### src/rtl/huffman_stream_ctrl_pkg.sv
// rtl/huffman_stream_ctrl_pkg.sv - shared widths and FSM state type for the Huffman stream controller
package huff_pkg;
  localparam int CODE_SIZE = 18;
  localparam int LEN_SIZE  = 5;
  localparam int WORD_SIZE = 8;
  localparam int ERR_W     = 9;
  localparam int CNT_W     = 24;

  typedef enum logic [1:0] {
    ST_IDLE,
    ST_RUN,
    ST_FLUSH,
    ST_DONE
  } state_t;
endpackage

### src/rtl/huffman_stream_ctrl_if.sv
// rtl/huffman_stream_ctrl_if.sv - error input, LUT and packed byte output handshakes
interface huffman_stream_ctrl_if import huff_pkg::*; #(
  parameter int code_size = CODE_SIZE,
  parameter int len_size  = LEN_SIZE,
  parameter int word_size = WORD_SIZE
) ();
  logic signed [ERR_W-1:0] err_data;
  logic                    err_valid;
  logic                    err_ready;
  logic [ERR_W-1:0]        lut_error;
  logic [code_size-1:0]    lut_code;
  logic [len_size-1:0]     lut_len;
  logic [word_size-1:0]    byte_out;
  logic                    byte_valid;
  logic                    byte_ready;

  modport master (
    input  err_data, err_valid, lut_code, lut_len, byte_ready,
    output err_ready, lut_error, byte_out, byte_valid
  );

  modport slave (
    output err_data, err_valid, lut_code, lut_len, byte_ready,
    input  err_ready, lut_error, byte_out, byte_valid
  );
endinterface

### src/rtl/huffman_stream_ctrl_acc.sv
// rtl/huffman_stream_ctrl_acc.sv - MSB-first bit accumulator with byte and padded-byte taps
module huff_bit_acc import huff_pkg::*; #(
  parameter int   code_size = CODE_SIZE,
  parameter int   len_size  = LEN_SIZE,
  parameter int   word_size = WORD_SIZE,
  parameter logic pad_bit   = 1'b1,
  localparam int  acc_w     = 2 * code_size,
  localparam int  cnt_bits  = $clog2(acc_w + 1)
) (
  input  logic                 clk,
  input  logic                 rst,
  input  logic                 clear,
  input  logic                 append_en,
  input  logic [code_size-1:0] append_code,
  input  logic [len_size-1:0]  append_len,
  input  logic                 extract_en,
  input  logic                 pad_en,
  output logic [cnt_bits-1:0]  count,
  output logic [word_size-1:0] extract_word,
  output logic [word_size-1:0] pad_word
);
  logic [acc_w-1:0]     buffer;
  logic [acc_w-1:0]     mask;
  logic [acc_w-1:0]     code_ext;
  logic [cnt_bits-1:0]  len_ext;
  logic [cnt_bits-1:0]  pad_shift;
  logic [word_size-1:0] fill_mask;

  always_comb begin
    len_ext      = cnt_bits'(append_len);
    mask         = (acc_w'(1) << len_ext) - acc_w'(1);
    code_ext     = acc_w'(append_code) & mask;
    extract_word = word_size'(buffer >> (count - cnt_bits'(word_size)));
    // Only meaningful while 0 < count < word_size: live bits on top, pad_bit below.
    pad_shift    = cnt_bits'(word_size) - count;
    fill_mask    = ((word_size'(1) << pad_shift) - word_size'(1)) & {word_size{pad_bit}};
    pad_word     = (buffer[word_size-1:0] << pad_shift) | fill_mask;
  end

  always_ff @(posedge clk or posedge rst) begin
    if (rst) begin
      buffer <= '0;
      count  <= '0;
    end else if (clear) begin
      buffer <= '0;
      count  <= '0;
    end else if (append_en) begin
      buffer <= (buffer << len_ext) | code_ext;
      count  <= count + len_ext;
    end else if (extract_en) begin
      count <= count - cnt_bits'(word_size);
    end else if (pad_en) begin
      count <= '0;
    end
  end
endmodule

### src/rtl/huffman_stream_ctrl.sv
// rtl/huffman_stream_ctrl.sv - frame sequencer: accepts errors, packs LUT codes, streams bytes
module huffman_stream_ctrl import huff_pkg::*; #(
  parameter int   code_size = CODE_SIZE,
  parameter int   len_size  = LEN_SIZE,
  parameter int   word_size = WORD_SIZE,
  parameter int   cnt_w     = CNT_W,
  parameter logic pad_bit   = 1'b1
) (
  input  logic                  clk,
  input  logic                  rst,
  input  logic                  start,
  input  logic [cnt_w-1:0]      num_samples,
  huffman_stream_ctrl_if.master bus,
  output logic                  busy,
  output logic                  done,
  output logic [cnt_w-1:0]      byte_count,
  output logic                  len_err
);
  localparam int cnt_bits = $clog2(2 * code_size + 1);

  state_t               state;
  logic [cnt_w-1:0]     samples_left;
  logic [cnt_bits-1:0]  count;
  logic [word_size-1:0] extract_word;
  logic [word_size-1:0] pad_word;
  logic [len_size-1:0]  sat_len;
  logic len_over, accept, out_free, below_word, extract_en, pad_en, clear;

  assign len_over      = int'(bus.lut_len) > code_size;
  assign sat_len       = len_over ? len_size'(code_size) : bus.lut_len;
  assign out_free      = !bus.byte_valid || bus.byte_ready;
  assign below_word    = count < cnt_bits'(word_size);
  // The below_word gate keeps accept and extract mutually exclusive and bounds the accumulator.
  assign bus.err_ready = (state == ST_RUN) && (samples_left != '0) && below_word;
  assign accept        = bus.err_valid && bus.err_ready;
  assign extract_en    = (state != ST_IDLE) && !below_word && out_free;
  assign pad_en        = (state == ST_FLUSH) && (count != '0) && below_word && out_free;
  assign clear         = (state == ST_IDLE) && start;
  assign bus.lut_error = bus.err_data;

  huff_bit_acc #(
    .code_size (code_size),
    .len_size  (len_size),
    .word_size (word_size),
    .pad_bit   (pad_bit)
  ) u_acc (
    .clk          (clk),
    .rst          (rst),
    .clear        (clear),
    .append_en    (accept),
    .append_code  (bus.lut_code),
    .append_len   (sat_len),
    .extract_en   (extract_en),
    .pad_en       (pad_en),
    .count        (count),
    .extract_word (extract_word),
    .pad_word     (pad_word)
  );

  always_ff @(posedge clk or posedge rst) begin
    if (rst) begin
      state          <= ST_IDLE;
      samples_left   <= '0;
      bus.byte_out   <= '0;
      bus.byte_valid <= 1'b0;
      busy           <= 1'b0;
      done           <= 1'b0;
      byte_count     <= '0;
      len_err        <= 1'b0;
    end else begin
      if (extract_en) begin
        bus.byte_out   <= extract_word;
        bus.byte_valid <= 1'b1;
      end else if (pad_en) begin
        bus.byte_out   <= pad_word;
        bus.byte_valid <= 1'b1;
      end else if (bus.byte_ready) begin
        bus.byte_valid <= 1'b0;
      end
      if (bus.byte_valid && bus.byte_ready) byte_count <= byte_count + cnt_w'(1);
      if (accept) begin
        samples_left <= samples_left - cnt_w'(1);
        if (len_over) len_err <= 1'b1;
      end
      case (state)
        ST_IDLE: if (start) begin
          samples_left <= num_samples;
          byte_count   <= '0;
          len_err      <= 1'b0;
          busy         <= 1'b1;
          state        <= ST_RUN;
        end
        ST_RUN: if (samples_left == '0 && below_word) state <= ST_FLUSH;
        ST_FLUSH: if (count == '0 && !bus.byte_valid) begin
          done  <= 1'b1;
          state <= ST_DONE;
        end
        ST_DONE: begin
          done  <= 1'b0;
          busy  <= 1'b0;
          state <= ST_IDLE;
        end
        default: state <= ST_IDLE;
      endcase
    end
  end
endmodule

### src/flat_wrapper.sv
// flat-port wrapper written by rule: the top's interface ports become plain ports
module huffman_stream_ctrl_flat import huff_pkg::*;
#(
  parameter int   code_size = CODE_SIZE,
  parameter int   len_size  = LEN_SIZE,
  parameter int   word_size = WORD_SIZE,
  parameter int   cnt_w     = CNT_W,
  parameter logic pad_bit   = 1'b1
)
  (clk, rst, start, num_samples, busy, done, byte_count, len_err, bus_err_data, bus_err_valid, bus_lut_code, bus_lut_len, bus_byte_ready, bus_err_ready, bus_lut_error, bus_byte_out, bus_byte_valid);
  huffman_stream_ctrl_if #(.code_size(code_size), .len_size(len_size), .word_size(word_size)) bus_i ();
  input  logic clk;
  input  logic rst;
  input  logic start;
  input  logic [cnt_w-1:0] num_samples;
  output logic busy;
  output logic done;
  output logic [cnt_w-1:0] byte_count;
  output logic len_err;
  input wire logic [$bits(bus_i.err_data)-1:0] bus_err_data;
  input wire logic [$bits(bus_i.err_valid)-1:0] bus_err_valid;
  input wire logic [$bits(bus_i.lut_code)-1:0] bus_lut_code;
  input wire logic [$bits(bus_i.lut_len)-1:0] bus_lut_len;
  input wire logic [$bits(bus_i.byte_ready)-1:0] bus_byte_ready;
  output wire logic [$bits(bus_i.err_ready)-1:0] bus_err_ready;
  output wire logic [$bits(bus_i.lut_error)-1:0] bus_lut_error;
  output wire logic [$bits(bus_i.byte_out)-1:0] bus_byte_out;
  output wire logic [$bits(bus_i.byte_valid)-1:0] bus_byte_valid;
  assign bus_i.err_data = bus_err_data;
  assign bus_i.err_valid = bus_err_valid;
  assign bus_i.lut_code = bus_lut_code;
  assign bus_i.lut_len = bus_lut_len;
  assign bus_i.byte_ready = bus_byte_ready;
  assign bus_err_ready = bus_i.err_ready;
  assign bus_lut_error = bus_i.lut_error;
  assign bus_byte_out = bus_i.byte_out;
  assign bus_byte_valid = bus_i.byte_valid;
  huffman_stream_ctrl #(.code_size(code_size), .len_size(len_size), .word_size(word_size), .cnt_w(cnt_w), .pad_bit(pad_bit)) u_core (.clk(clk), .rst(rst), .start(start), .num_samples(num_samples), .bus(bus_i), .busy(busy), .done(done), .byte_count(byte_count), .len_err(len_err));
endmodule
### config.mk
export PLATFORM = sky130hd
export DESIGN_NAME = huffman_stream_ctrl_flat
export DESIGN_NICKNAME = d
export VERILOG_FILES = /design/src/rtl/huffman_stream_ctrl_pkg.sv /design/src/rtl/huffman_stream_ctrl_if.sv /design/src/rtl/huffman_stream_ctrl_acc.sv /design/src/rtl/huffman_stream_ctrl.sv /design/src/flat_wrapper.sv
export SDC_FILE = /design/constraint.sdc
export NUM_CORES = 1
export LEC_CHECK = 0
export BUFFER_PORTS_ARGS = -buffer_cell sky130_fd_sc_hd__buf_2
export CAP_MARGIN = 20
export CORE_MARGIN = 3
export CORE_UTILIZATION = 35
export CTS_CLUSTER_DIAMETER = 30
export DETAILED_ROUTE_END_ITERATION = 6
export GPL_TIMING_DRIVEN = 0
export HOLD_SLACK_MARGIN = 0.06
export PLACE_DENSITY = 0.62
export SLEW_MARGIN = 25
export SYNTH_ARGS = -nofsm -noshare
export SYNTH_HDL_FRONTEND = slang
export SYNTH_SLANG_ARGS = --single-unit
export TNS_END_PERCENT = 1
### constraint.sdc
create_clock -name clk -period 3.9 [get_ports clk]
set_input_delay 0.39 -clock clk [delete_from_list [all_inputs] [get_ports clk]]
set_output_delay 0.39 -clock clk [all_outputs]
set_load 0.02 [all_outputs]
* Word-level counts from Yosys, hierarchy flattened *
Cells that the tools add are included.

word-level totals
  flip-flop bits (word level) = 104
  input bits = 61
  output and inout port bits = 46

cells by class
  $add $sub $neg = 7
  $lt $le $gt $ge = 2
  equal/unequal tests = 6
  shifts and indexed selects = 5
  muxes and demuxes = 30
  bitwise gates (word level) = 3
  reductions and logical operators = 30

operators by type and width
  kind                   number
  $mux 24                6
  $mux 36                2
  $and 18x36->36         1
  $or 36x36->36          1
  $shl 1x5->36 const A   1
  $shl 36x5->36          1
  $shr 36x6->8           1
  $sub 36x2->36 const B  1
  $add 24x1->24 const B  1
  $logic_not 24->1       1
  $mux 6                 4
  $reduce_bool 24->1     1
  $sub 24x1->24 const B  1
  $mux 8                 2
  $logic_and 1x1->1      12
  $reduce_bool 2->1      5
  $mux 1                 9
  $or 8x8->8             1
  $pmux 2 s4             1
  $shl 1x6->8 const A    1
  $shl 8x6->8            1
  $sub 8x1->8 const B    1
  $add 6x5->6            1
  $logic_not 6->1        1
  18 further kinds       26

* Logic depth before layout (Yosys ltp) *
  word-level depth = 8
  mapped depth = 17
  gate-level depth less buffers = 13

* Cells and area by module *
A second synthesis with hierarchy kept.

unflattened totals
  cell total of the unflattened synthesis = 1078
  area, all modules = 10024.6 um2

modules (own cells, without submodules)
  module               times used  cells an instance  area an instance (um2)  seq. area each (um2)
  huff_bit_acc         1           696                6525.0                  1051.0
  huffman_stream_ctrl  1           382                3499.6                  1551.5

* Least setup slack after synthesis *
No wires, ideal clock.

  path kind = reg2reg
  start point = register u_core.u_acc.count[0]
  end point = register u_core.bus.byte_out[6]
  setup time = 0.124 ns
  arrival = 3.121 ns
  data required time = 3.776 ns
  slack = 0.655 ns
  cell stages (with the launch flop) = 18
  path buffers = 4
  period minus slack after synthesis = 3.245 ns
  cell sequence = dfrtp_1 buf_6 inv_1 clkbuf_1 ha_1 xnor2_1 o21ai_0 and3_1 clkbuf_1 nand2b_1 or3_1 ha_1 clkbuf_1 nand2_1 a2bb2oi_1 a31oi_1 a31oi_1 nand2_1

on the way
  cells in the longest elaborated chain, start to end = 6
  elaborated cells between the ends (all ways) = 18
  classes of those cells = add/sub (3); order compare (1); shift (3); mux (2); bitwise (1); reduce/logical (8)

ends and longest elaborated chain
  item                      RTL line                       text
  start: declaration        huffman_stream_ctrl_acc.sv:18  output logic [cnt_bits-1:0] count,
  start signal: assignment  huffman_stream_ctrl_acc.sv:49  count <= count + len_ext;
  start signal: assignment  huffman_stream_ctrl_acc.sv:51  count <= count - cnt_bits'(word_size);
  $sub 4x6->6               huffman_stream_ctrl_acc.sv:35  pad_shift = cnt_bits'(word_size) - count;
  $shl 1x6->8               huffman_stream_ctrl_acc.sv:36  fill_mask = ((word_size'(1) << pad_shift) - word_size'(1)) & {word_size{pad_bit}};
  $sub 8x1->8               huffman_stream_ctrl_acc.sv:36
  $or 8x8->8                huffman_stream_ctrl_acc.sv:37  pad_word = (buffer[word_size-1:0] << pad_shift) | fill_mask;
  $mux 8                    huffman_stream_ctrl.sv:74      end else if (pad_en) begin
  $mux 8                    huffman_stream_ctrl.sv:71      if (extract_en) begin
  end signal: assignment    huffman_stream_ctrl.sv:72      bus.byte_out <= extract_word;
  end signal: assignment    huffman_stream_ctrl.sv:75      bus.byte_out <= pad_word;
  end: declaration          huffman_stream_ctrl_if.sv:19   output err_ready, lut_error, byte_out, byte_valid

Parallel ways exist; a longest one is shown, timed or not. The select of a mux whose other input is x is not followed.
A chain may end at the register's enable or synchronous reset.

* Worst setup path after layout *
  start point = register u_core.u_acc.count[1]
  end point = register u_core.bus.byte_out[6]

The elaborated chain is that of the path after synthesis.

==> flow_metrics.tcl <==
set metrics [dict create \
    grt_max_degree 66 \
    place_area_um2 10600 \
    worst_slack_ns 0.316 \
    antenna_found_initial 0 \
    postRouteAntennaNets 0 \
    r2r_setup_slack_ns 0.32 \
    cp_cell_sequence "buf_2, clkbuf_4, inv_1, ha_1, xnor2_1, o21ai_0, and3_2, nand2b_1, or3_1, ha_1, clkbuf_1, nand2_1, a2bb2oi_1, a31oi_1, a31oi_1, nand2_1" \
    p_seq_frac 0.268 \
    cts_tree "yes" \
    die_area_um2 29500 \
    grt_pass1_vias 9593 \
    rows 60 \
    die_w_um 172 \
    drive_above_1_share 0.170 \
    end_kind "register" \
    die_height_um 172 \
    yosysTopAreaCell "dfrtp_1" \
    wl_per_cell_um 24.4 \
    setup_viol 0 \
    finClkSkew_ns 0.0119 \
    critPathBufInv 4 \
    clk_pin_slew_ns 0.08 \
    drt_iter0_drc 1124 \
    min_period_over_period 0.919 \
    power_density_nw_per_um2 687 \
    syn-cell-area_um2 9610 \
    cts_setup_buffers 0 \
    hpwl_mm 30.2 \
    clock_latency_ns 0.36 \
    status "complete, but fails checks" \
    syn_nets 1258 \
    worstHoldPathType "input pin to register" \
    port_buffers 96 \
    areaGrowthSynthToFinish_pct 13.3 \
    hold_viol 0 \
    rsz0062_at_grt "no" \
    worstMarginPinSlew_ns 1.01 \
    clockRootBuffer "clkbuf_16" \
    synth_area_leaders "dfrtp_1 (27%), mux2i_1 (6.2%), mux4_2 (5.9%)" \
    grt_pass1_wl_mm 59.6 \
    clk_path_buf_depth 2 \
    diodes 0 \
    synth.top_cell.area_share 0.271 \
    critPathArrivalTime_ns 3.83 \
    netlist_instances 1178 \
    slew_headroom 0.327 \
    initial_core_util 0.357 \
    pwr-share-comb 0.592 \
    final_cells 1631 \
    dp.cells 1617 \
    switching_share 0.497 \
    synth-main-ff-cell "dfrtp_1" \
    avgSynthCellArea_um2 8.16 \
    power_leakage_nw 4.54 \
    core_um2 27000 \
    layout_min_cycle_time_ns 3.58 \
    start_kind "register" \
    crit_required_ns 4.15 \
    max-cap-violations 0 \
    cp_max_fo 10 \
    max_stage_delay_ns 0.43 \
    crit_type "register to register" \
    dp_slack_ns -0.0358 \
    stdcell_area_um2 10900 \
    power_frac_clock 0.140 \
    drc_errors 1 \
    globalplace.congestion 1.05 \
    clock_sinks 104 \
    final_nets 1366 \
    power.internal_mw 3.77 \
    io_pins 107 \
    critPathTopFamily "simple AND/OR/NAND/NOR gates" \
    fill_cells 2768 \
    htree_levels 3 \
    yosysUniqueCellTypes 88 \
    max_freq_mhz 279 \
    p_switching_mw 3.72 \
    num_vias 10200 \
    cp_slowest_cell "dfrtp_1" \
    async_flop_share 1.00 \
    ys_warn_count 0 \
    violations "design-rule violations" \
    grt_overflow_total 0 \
    cts_buffers 9 \
    total_power_mw 7.48 \
    synth_seq_cells 104 \
    first_pass_iters 7 \
    maxSlewViolCount 0 \
    vias_per_cell 6.26 \
    grt_use_total 0.267 \
    wl_mm 39.8 \
    ir_worst_vdd_uv 266 \
    ys_seq_area_frac 0.271 \
    synth_edf_count 0 \
]
-- cells in the final DEF (no fill, tap or decap), types with 31 or more instances in the layout --
cell type / synthesis / routed
a21oi_1: 84 / 84
buf_2: 24 / 120
clkbuf_1: 60 / 57
dfrtp_1: 104 / 104
mux2i_1: 60 / 60
nand2_1: 131 / 131
nand3_1: 31 / 31
nor2_1: 111 / 111
o21ai_0: 51 / 51
o21ai_1: 40 / 40
-- layer usage --
metal	vias up	track usage	share of wire
met4	3	0.111	0.048
met2	559	0.404	0.43
li1	4551	-	-
met5	-	0.0117	0.0011
met1	4962	0.365	0.42
met3	129	0.0662	0.096
-- cell usage after synthesis (all sizes together) (9+ instances only) --
cell,instances
o22ai,15
nand4,15
xnor2,24
a31oi,15
buf,53
a22oi,9
mux2,17
a211oi,16
clkbuf,60
or3,9
nand2b,24
o211ai,20
o21ai,92
mux4,29
nand2,132
nor2b,13
dfrtp,104
inv,31
nor2,111
a21oi,84
ha,18
nor3,30
xor2,28
a221oi,10
nand3,32
mux2i,60
a21o,9
-- final cells by class --
type                    instances  area, um2  share of cell area
multi-input cells             929       6370               0.584
flip-flops and latches        104       2600               0.239
repair buffers                 99        523              0.0480
plain buffers                 111        522              0.0479
well taps                     341        427              0.0392
clock buffers                  10        239              0.0219
inverters                      32        125              0.0115
clock inverters                 5       87.6             0.00804
-- logic make-up after synthesis --
group	after synthesis	synth area share
XOR/XNOR	52	0.0474
buffers and inverters	145	0.0672
multiplexers	106	0.152
flip-flops	104	0.271
AND/OR/NAND/NOR	404	0.199
adder cells (fa/ha/maj)	19	0.0255
AO/OA/AOI/OAI	348	0.239
-- state kept, by name (all words and copies together) (netlist names) --
| name | count |
|---|---|
| u_core.done | 1 |
| u_core.state | 2 |
| u_core.u_acc.count | 6 |
| u_core.u_acc.buffer | 36 |
| u_core.samples_left | 24 |
| u_core.byte_count | 24 |
| u_core.len_err | 1 |
| u_core.bus.byte_out | 8 |
| u_core.busy | 1 |
| u_core.bus.byte_valid | 1 |
-- worst min-delay path, stage by stage --
cell and delay, ns:
buf_2 0.07, nand2_1 0.03, o21ai_1 0.06
-- through the flow --
stage	TNS, ns	hold WS [ns]	util
after floorplan	0	0.507	-
after global placement	-81.24	0.461	0.390
after detailed placement	-0.0358	0.425	0.392
after CTS	0	0.235	0.404
after global routing	0	0.243	0.404
final	0	0.239	0.404
-- repair_timing --
action | 4_1_cts | 5_1_grt
endpoints found under the setup margin | 3 | 4
resized for setup | 0 | 4
hold buffers | 1 | 0
endpoints found under the hold margin | 39 | 0
-- path summary, 6_finish.rpt --
kind                                  startpoint                 endpoint  depth (start not counted)
setup reg to reg           u_core.u_acc.count[1]   u_core.bus.byte_out[6]                         16
setup / recovery           u_core.u_acc.count[1]   u_core.bus.byte_out[6]                         16
min in group asynchronous                    rst    u_core.byte_count[15]                          3
hold reg to reg                      u_core.done              u_core.done                          2
hold / removal                    num_samples[7]   u_core.samples_left[7]                          3
max in group asynchronous                    rst  u_core.u_acc.buffer[28]                          4
-- power groups by stage --
stage          Combinational (mW)  Clock (mW)  Sequential (mW)
3_3_place_gp                 4.30           0             1.98
6_report                     4.43        1.05             2.00
4_1_cts                      4.34        1.06             1.97
3_5_place_dp                 4.33           0             1.99
2_1_floorplan                3.08           0             1.84
5_1_grt                      4.80        1.10             2.04
No activity file was read; power rests on OpenSTA's default activity.
